File: src/rtl/srl_fifo_pkg.sv
// rtl/srl_fifo_pkg.sv - shared sizing helpers and default configuration for the multi-channel SRL FIFO
// Capacity follows SRL_FIFO_OUT_REG_EN: DEPTH without the head register, DEPTH+1 with it.
package srl_fifo_pkg;

    function automatic int clog2(input int value);
        int r;
        r = 0;
        while ((1 << r) < value) r++;
        return r;
    endfunction

    function automatic int fifo_cap(input int depth);
`ifdef SRL_FIFO_OUT_REG_EN
        return depth + 1;
`else
        return depth;
`endif
    endfunction

    localparam int DEF_DATA_WIDTH = 8;
    localparam int DEF_DEPTH      = 9;
    localparam int DEF_CHANNELS   = 4;
    localparam int DEF_AF_THRESH  = 7;
    localparam int CAPACITY       = fifo_cap(DEF_DEPTH);
    localparam int CNT_W          = clog2(CAPACITY + 1);

    typedef logic [CNT_W-1:0] cnt_t;

endpackage

File: src/rtl/srl_fifo_mc_if.sv
// rtl/srl_fifo_mc_if.sv - packed per-lane write/read handshake bundle of the multi-channel FIFO
interface srl_fifo_mc_if #(
    parameter int DATA_WIDTH = srl_fifo_pkg::DEF_DATA_WIDTH,
    parameter int CHANNELS   = srl_fifo_pkg::DEF_CHANNELS,
    parameter int CNT_W      = srl_fifo_pkg::CNT_W
);
    logic [CHANNELS-1:0]            if_write;
    logic [CHANNELS*DATA_WIDTH-1:0] if_din;
    logic [CHANNELS-1:0]            if_full_n;
    logic [CHANNELS-1:0]            if_almost_full;
    logic [CHANNELS-1:0]            if_read;
    logic [CHANNELS*DATA_WIDTH-1:0] if_dout;
    logic [CHANNELS-1:0]            if_empty_n;
    logic [CHANNELS*CNT_W-1:0]      if_count;

    modport master (
        output if_write, if_din, if_read,
        input  if_full_n, if_almost_full, if_dout, if_empty_n, if_count
    );

    modport slave (
        input  if_write, if_din, if_read,
        output if_full_n, if_almost_full, if_dout, if_empty_n, if_count
    );
endinterface

File: src/rtl/srl_fifo_mc_lane.sv
// rtl/srl_fifo_mc_lane.sv - one first-word-fall-through lane on a shift-register store
// SRL_FIFO_OUT_REG_EN adds a registered head entry in front of the SRL.
module srl_fifo_mc_lane
    import srl_fifo_pkg::*;
#(
    parameter int DATA_WIDTH = 8,
    parameter int DEPTH      = 9,
    parameter int AF_THRESH  = 7,
    parameter int CNT_W      = 4
) (
    input  logic                  clk,
    input  logic                  reset,
    input  logic                  write,
    input  logic [DATA_WIDTH-1:0] din,
    output logic                  full_n,
    output logic                  almost_full,
    input  logic                  read,
    output logic [DATA_WIDTH-1:0] dout,
    output logic                  empty_n,
    output logic [CNT_W-1:0]      count
);
    localparam int               CAP     = fifo_cap(DEPTH);
    localparam logic [CNT_W-1:0] CAP_C   = CNT_W'(CAP);
    localparam logic [CNT_W-1:0] DEPTH_C = CNT_W'(DEPTH);
    localparam logic [CNT_W-1:0] AF_C    = CNT_W'(AF_THRESH);
    localparam logic [CNT_W-1:0] ONE_C   = CNT_W'(1);

    logic [DATA_WIDTH-1:0] srl_q [DEPTH];
    logic [DATA_WIDTH-1:0] srl_d [DEPTH];
    logic [DATA_WIDTH-1:0] srl_rd;
    logic [CNT_W-1:0]      count_q, count_d, rd_addr;
    logic                  full_n_q, full_n_d;
    logic                  empty_n_q, empty_n_d;
    logic                  af_q, af_d;
    logic                  push, pop;

    assign push = write & full_n_q & ~reset;
    assign pop  = read & empty_n_q & ~reset;

    // Oldest entry sits at occupancy-1; an empty store yields an out-of-range address.
    assign srl_rd = (rd_addr < DEPTH_C) ? srl_q[rd_addr] : '0;

`ifdef SRL_FIFO_OUT_REG_EN
    logic [CNT_W-1:0]      srl_cnt_q, srl_cnt_d;
    logic [DATA_WIDTH-1:0] head_q, head_d;
    logic                  load;

    // empty_n_q doubles as the head-valid bit; refill whenever the head is consumed or vacant.
    assign load    = (pop | ~empty_n_q) & (srl_cnt_q != '0) & ~reset;
    assign rd_addr = srl_cnt_q - ONE_C;
    assign dout    = head_q;

    always_comb begin
        srl_cnt_d = srl_cnt_q;
        if (push && !load)
            srl_cnt_d = srl_cnt_q + ONE_C;
        else if (load && !push)
            srl_cnt_d = srl_cnt_q - ONE_C;
        head_d    = load ? srl_rd : head_q;
        empty_n_d = load | (empty_n_q & ~pop);
    end
`else
    assign rd_addr = count_q - ONE_C;
    assign dout    = srl_rd;

    always_comb begin
        empty_n_d = (count_d != '0);
    end
`endif

    always_comb begin
        srl_d = srl_q;
        if (push) begin
            for (int i = DEPTH - 1; i > 0; i--)
                srl_d[i] = srl_q[i-1];
            srl_d[0] = din;
        end
        count_d = count_q;
        if (push && !pop)
            count_d = count_q + ONE_C;
        else if (pop && !push)
            count_d = count_q - ONE_C;
        full_n_d = (count_d != CAP_C);
        af_d     = (count_d >= AF_C);
    end

    always_ff @(posedge clk) begin
        srl_q <= srl_d;
    end

    always_ff @(posedge clk) begin
        if (reset) begin
            count_q   <= '0;
            full_n_q  <= 1'b1;
            empty_n_q <= 1'b0;
            af_q      <= 1'b0;
`ifdef SRL_FIFO_OUT_REG_EN
            srl_cnt_q <= '0;
            head_q    <= '0;
`endif
        end else begin
            count_q   <= count_d;
            full_n_q  <= full_n_d;
            empty_n_q <= empty_n_d;
            af_q      <= af_d;
`ifdef SRL_FIFO_OUT_REG_EN
            srl_cnt_q <= srl_cnt_d;
            head_q    <= head_d;
`endif
        end
    end

    assign full_n      = full_n_q;
    assign empty_n     = empty_n_q;
    assign almost_full = af_q;
    assign count       = count_q;

endmodule

File: src/rtl/srl_fifo_mc.sv
// rtl/srl_fifo_mc.sv - CHANNELS independent SRL FIFO lanes behind one packed bus
// Lane behaviour (incl. SRL_FIFO_OUT_REG_EN head register) lives in srl_fifo_mc_lane.
module srl_fifo_mc
    import srl_fifo_pkg::*;
#(
    parameter int DATA_WIDTH = DEF_DATA_WIDTH,
    parameter int DEPTH      = DEF_DEPTH,
    parameter int CHANNELS   = DEF_CHANNELS,
    parameter int AF_THRESH  = DEF_AF_THRESH,
    parameter int CNT_W      = clog2(fifo_cap(DEPTH) + 1)
) (
    input  logic          clk,
    input  logic          reset,
    srl_fifo_mc_if.slave  bus
);
    for (genvar c = 0; c < CHANNELS; c++) begin : g_lane
        srl_fifo_mc_lane #(
            .DATA_WIDTH (DATA_WIDTH),
            .DEPTH      (DEPTH),
            .AF_THRESH  (AF_THRESH),
            .CNT_W      (CNT_W)
        ) u_lane (
            .clk         (clk),
            .reset       (reset),
            .write       (bus.if_write[c]),
            .din         (bus.if_din[c*DATA_WIDTH +: DATA_WIDTH]),
            .full_n      (bus.if_full_n[c]),
            .almost_full (bus.if_almost_full[c]),
            .read        (bus.if_read[c]),
            .dout        (bus.if_dout[c*DATA_WIDTH +: DATA_WIDTH]),
            .empty_n     (bus.if_empty_n[c]),
            .count       (bus.if_count[c*CNT_W +: CNT_W])
        );
    end

endmodule
File: src/flat_wrapper.sv
// flat-port wrapper written by rule: the top's interface ports become plain ports
module srl_fifo_mc_flat import srl_fifo_pkg::*;
#(
    parameter int DATA_WIDTH = DEF_DATA_WIDTH,
    parameter int DEPTH      = DEF_DEPTH,
    parameter int CHANNELS   = DEF_CHANNELS,
    parameter int AF_THRESH  = DEF_AF_THRESH,
    parameter int CNT_W      = clog2(fifo_cap(DEPTH) + 1)
)
  (clk, reset, bus_if_write, bus_if_din, bus_if_read, bus_if_full_n, bus_if_almost_full, bus_if_dout, bus_if_empty_n, bus_if_count);
  srl_fifo_mc_if #(.DATA_WIDTH(DATA_WIDTH), .CHANNELS(CHANNELS), .CNT_W(CNT_W)) bus_i ();
  input  logic clk;
  input  logic reset;
  input wire logic [$bits(bus_i.if_write)-1:0] bus_if_write;
  input wire logic [$bits(bus_i.if_din)-1:0] bus_if_din;
  input wire logic [$bits(bus_i.if_read)-1:0] bus_if_read;
  output wire logic [$bits(bus_i.if_full_n)-1:0] bus_if_full_n;
  output wire logic [$bits(bus_i.if_almost_full)-1:0] bus_if_almost_full;
  output wire logic [$bits(bus_i.if_dout)-1:0] bus_if_dout;
  output wire logic [$bits(bus_i.if_empty_n)-1:0] bus_if_empty_n;
  output wire logic [$bits(bus_i.if_count)-1:0] bus_if_count;
  assign bus_i.if_write = bus_if_write;
  assign bus_i.if_din = bus_if_din;
  assign bus_i.if_read = bus_if_read;
  assign bus_if_full_n = bus_i.if_full_n;
  assign bus_if_almost_full = bus_i.if_almost_full;
  assign bus_if_dout = bus_i.if_dout;
  assign bus_if_empty_n = bus_i.if_empty_n;
  assign bus_if_count = bus_i.if_count;
  srl_fifo_mc #(.DATA_WIDTH(DATA_WIDTH), .DEPTH(DEPTH), .CHANNELS(CHANNELS), .AF_THRESH(AF_THRESH), .CNT_W(CNT_W)) u_core (.clk(clk), .reset(reset), .bus(bus_i));
endmodule
File: config.mk
export PLATFORM = sky130hd
export DESIGN_NAME = srl_fifo_mc_flat
export DESIGN_NICKNAME = d
export VERILOG_FILES = /design/src/rtl/srl_fifo_pkg.sv /design/src/rtl/srl_fifo_mc_if.sv /design/src/rtl/srl_fifo_mc_lane.sv /design/src/rtl/srl_fifo_mc.sv /design/src/flat_wrapper.sv
export SDC_FILE = /design/constraint.sdc
export NUM_CORES = 1
export LEC_CHECK = 0
export CAP_MARGIN = 20
export CORE_ASPECT_RATIO = 1.75
export CORE_UTILIZATION = 52
export CTS_CLUSTER_DIAMETER = 120
export DETAILED_ROUTE_END_ITERATION = 16
export GPL_TIMING_DRIVEN = 0
export PLACE_DENSITY = 0.81
export SETUP_SLACK_MARGIN = 0.5
export SLEW_MARGIN = 10
export SYNTH_ARGS = -nofsm -noshare
export SYNTH_HDL_FRONTEND = slang
export SYNTH_SLANG_ARGS = --single-unit
File: constraint.sdc
create_clock -name clk -period 4.9 [get_ports clk]
set_input_delay 0.98 -clock clk [delete_from_list [all_inputs] [get_ports clk]]
set_output_delay 0.98 -clock clk [all_outputs]
set_load 0.005 [all_outputs]
==> flow_summary.ini <==
[logic_synthesis]
synth_cell_types = 57
avgSynthCellArea_um2 = 18.71
synth_area_um2 = 12930
synth_edf_count = 288
ys_seq_area_share_pct = 71.21
async_reset_ff_share_pct = 0
ys_seq_elements = 316
netlist_instances = 691
ys_warn_count = 0
syn_nets = 745
yosys_most_used_dff = edfxtp_1

[detailed_routing]
drtAntennaViolNets = 0
met1Wirelength_mm = 9.241
met2_length_mm = 11.90
wl_mm = 22.79
first_pass_iters = 11
routed_via_density = 5.661
met3_length_mm = 1.030
drt_iter0_markers = 452
vias = 6561
wire_per_inst_um = 19.66
highest_layer = met4
drc = 1

[final_layout]
antenna_cells = 0
stdcell_count = 1159
final_cell_mix = edfxtp_1 (288), clkdlybuf4s50_1 (101), mux4_2 (55), nand3_1 (42), mux2i_1 (33)
postLayoutCoreUtil_pct = 63.15
final_common_cell = edfxtp_1
nets = 879
drive_gt1_share_pct = 21.25
syn_to_final_growth_pct = 19.82

[grt]
overflow = 0
track_usage_pct = 18.61
grt_pass1_vias = 6826
grt_pass1_wl_mm = 36.37
antenna_found_initial = 0
grt_max_degree = 73

[place]
dp.cells = 1107
gp_congestion = 0.7923
post-dp-hpwl_mm = 15.20
port-buffer-count = 101

[clocking]
cts_tree = built
clock_sinks = 316
cts_buffers = 28
clkLatencyLatePin_ps = 550
clk_pin_slew_worst_paths_ps = 70
cts-root-buf = clkbuf_16
postCtsSetupRepairBufs = 0
htree_levels = 1
clockBufferDepth = 3

[critical_path]
reg2reg_to = u_core.g_lane[3].u_lane.almost_full
r2r_slack_ps = 2300
worst_setup_path_start_kind = register
worst_ep_arrival_time_ps = 3210
worstReg2RegStart = u_core.g_lane[3].u_lane.count[0]
crit_path_max_fanout = 10
cp-end-kind = output port
reg2regPathDepth = 9
crit_type = register to output port
critPathRequiredTime_ps = 3920

[timing]
hold_violations = 0
rsz0062_at_grt = yes
fin_crit_sh_pct = 85.58
skew_ps = 8.929
finalSetupViolCount = 0
fin_crit_ps = 4194
finalMaxSlewViolations = 0
worst_pin_slew_ps = 860.8
max_freq_ghz = 0.2385
relSlewSlack_pct = 42.61

[floorplanning]
io_pins = 102
start_util_pct = 52.71
core_area_um2 = 24530
core.rowCount = 76
die_area_um2 = 25530
fp.dieH_um = 210.6
die_w_um = 121.2

[run_status]
status = complete, but fails checks
failed_checks = design-rule violations

[worst_hold_path]
hold_path.class = register to register
hold-path-endpoint = u_core.g_lane[3].u_lane.srl_q[61]
holdPathStages = 0
min_from = u_core.g_lane[3].u_lane.srl_q[69]

[power]
vdd_ir_drop_max_mv = 0.3189
power_density_nw_per_um2 = 417.8
power_leakage_nw = 5.241

[flow_run]
drv_cap = 0
## cells by family after synthesis
group | after synthesis | share of synthesized area, %
mux | 97 | 13.96
compound gates | 70 | 3.416
flops | 316 | 71.21
xor+xnor | 24 | 2.409
simple gates | 117 | 5.225
buf+inv | 55 | 2.612
fa+ha+maj | 12 | 1.161
## per-layer routing
metal	up-vias	global-route usage, %
li1	3027	-
met5	-	0
met1	3328	23.49
met3	47	3.213
met2	159	31.84
met4	0	7.407
## layout make-up
| cell class | instances | area [um^2] |
|---|---|---|
| fill | 1742 | 9040 |
| sequential | 316 | 9210 |
| multi-input combinational | 320 | 3433 |
| tap | 312 | 390.4 |
| inverter | 15 | 61.31 |
| timing repair buffer | 104 | 1079 |
| clock inverter | 23 | 300.3 |
| buffer | 40 | 294.0 |
| clock buffer | 29 | 725.7 |
## report_power, final
part           switching, mW  internal [mW]
Sequential            0.0657           3.06
Combinational          0.434          0.477
Clock                   1.02           1.41
## what timing repair did
item                       in CTS  in global routing
setup endpoints to repair      24                 27
hold endpoints to repair        0                  0
resized for setup               9                  6
cloned                          0                  0
hold buffers                    0                  0
pin swaps                       0                  0
## flip-flops by register name, indices dropped and copies added (netlist names)
register / cells
u_core.g_lane.u_lane.count: 16
u_core.g_lane.u_lane.srl_q: 288
u_core.g_lane.u_lane.almost_full: 4
u_core.g_lane.u_lane.full_n: 4
u_core.g_lane.u_lane.empty_n: 4
## cell usage after synthesis, types with 8 or more instances
cell / number / share of area, %
ha_1: 12 / 1.2
nand3_1: 42 / 1.6
inv_1: 14 / 0.41
dfxtp_1: 28 / 4.3
mux4_2: 55 / 9.6
o21ai_1: 9 / 0.35
o21ai_0: 29 / 1.1
nor2_1: 21 / 0.61
mux4_1: 9 / 1.8
mux2i_1: 33 / 2.6
xnor2_1: 8 / 0.54
nand2_1: 12 / 0.35
buf_4: 18 / 1.0
buf_2: 8 / 0.31
edfxtp_1: 288 / 67
## worst max path at each step
stage	start	end	slack [ps]
2_1_floorplan	reset	u_core.g_lane[1].u_lane.srl_q[0]	1270
3_3_place_gp	reset	u_core.g_lane[1].u_lane.srl_q[66]	-70
3_5_place_dp	u_core.g_lane[3].u_lane.count[0]	bus_if_dout[29]	740
4_1_cts	u_core.g_lane[0].u_lane.count[0]	bus_if_dout[7]	510
5_1_grt	u_core.g_lane[1].u_lane.count[0]	bus_if_dout[14]	470
6_report	u_core.g_lane[1].u_lane.count[0]	bus_if_dout[14]	710
## worst max-delay path, cell delays in order, from the launching register on
cell and delay (ps):
dfxtp_1 410, buf_2 230, buf_4 230, inv_1 60, ha_1 300, buf_2 260
nand3_1 160, nor2_4 200, nand3_1 110, o21ai_0 130, clkdlybuf4s50_1 560
## stage by stage
step / worst slack, ps / power (mW) / setup TNS (ps) / hold slack [ps] / cell area (um^2)
2_1_floorplan: 1273 / 3.756 / 0 / 417.2 / 12930
3_3_place_gp: -69.65 / 4.073 / -4693 / 424.2 / 14340
3_5_place_dp: 739.1 / 4.102 / 0 / 429.3 / 14420
4_1_cts: 510.9 / 6.546 / 0 / 441.1 / 15460
5_1_grt: 472.7 / 6.711 / 0 / 445.1 / 15490
6_report: 706.5 / 6.473 / 0 / 434.5 / 15490
No activity file was read; power rests on OpenSTA's default activity.
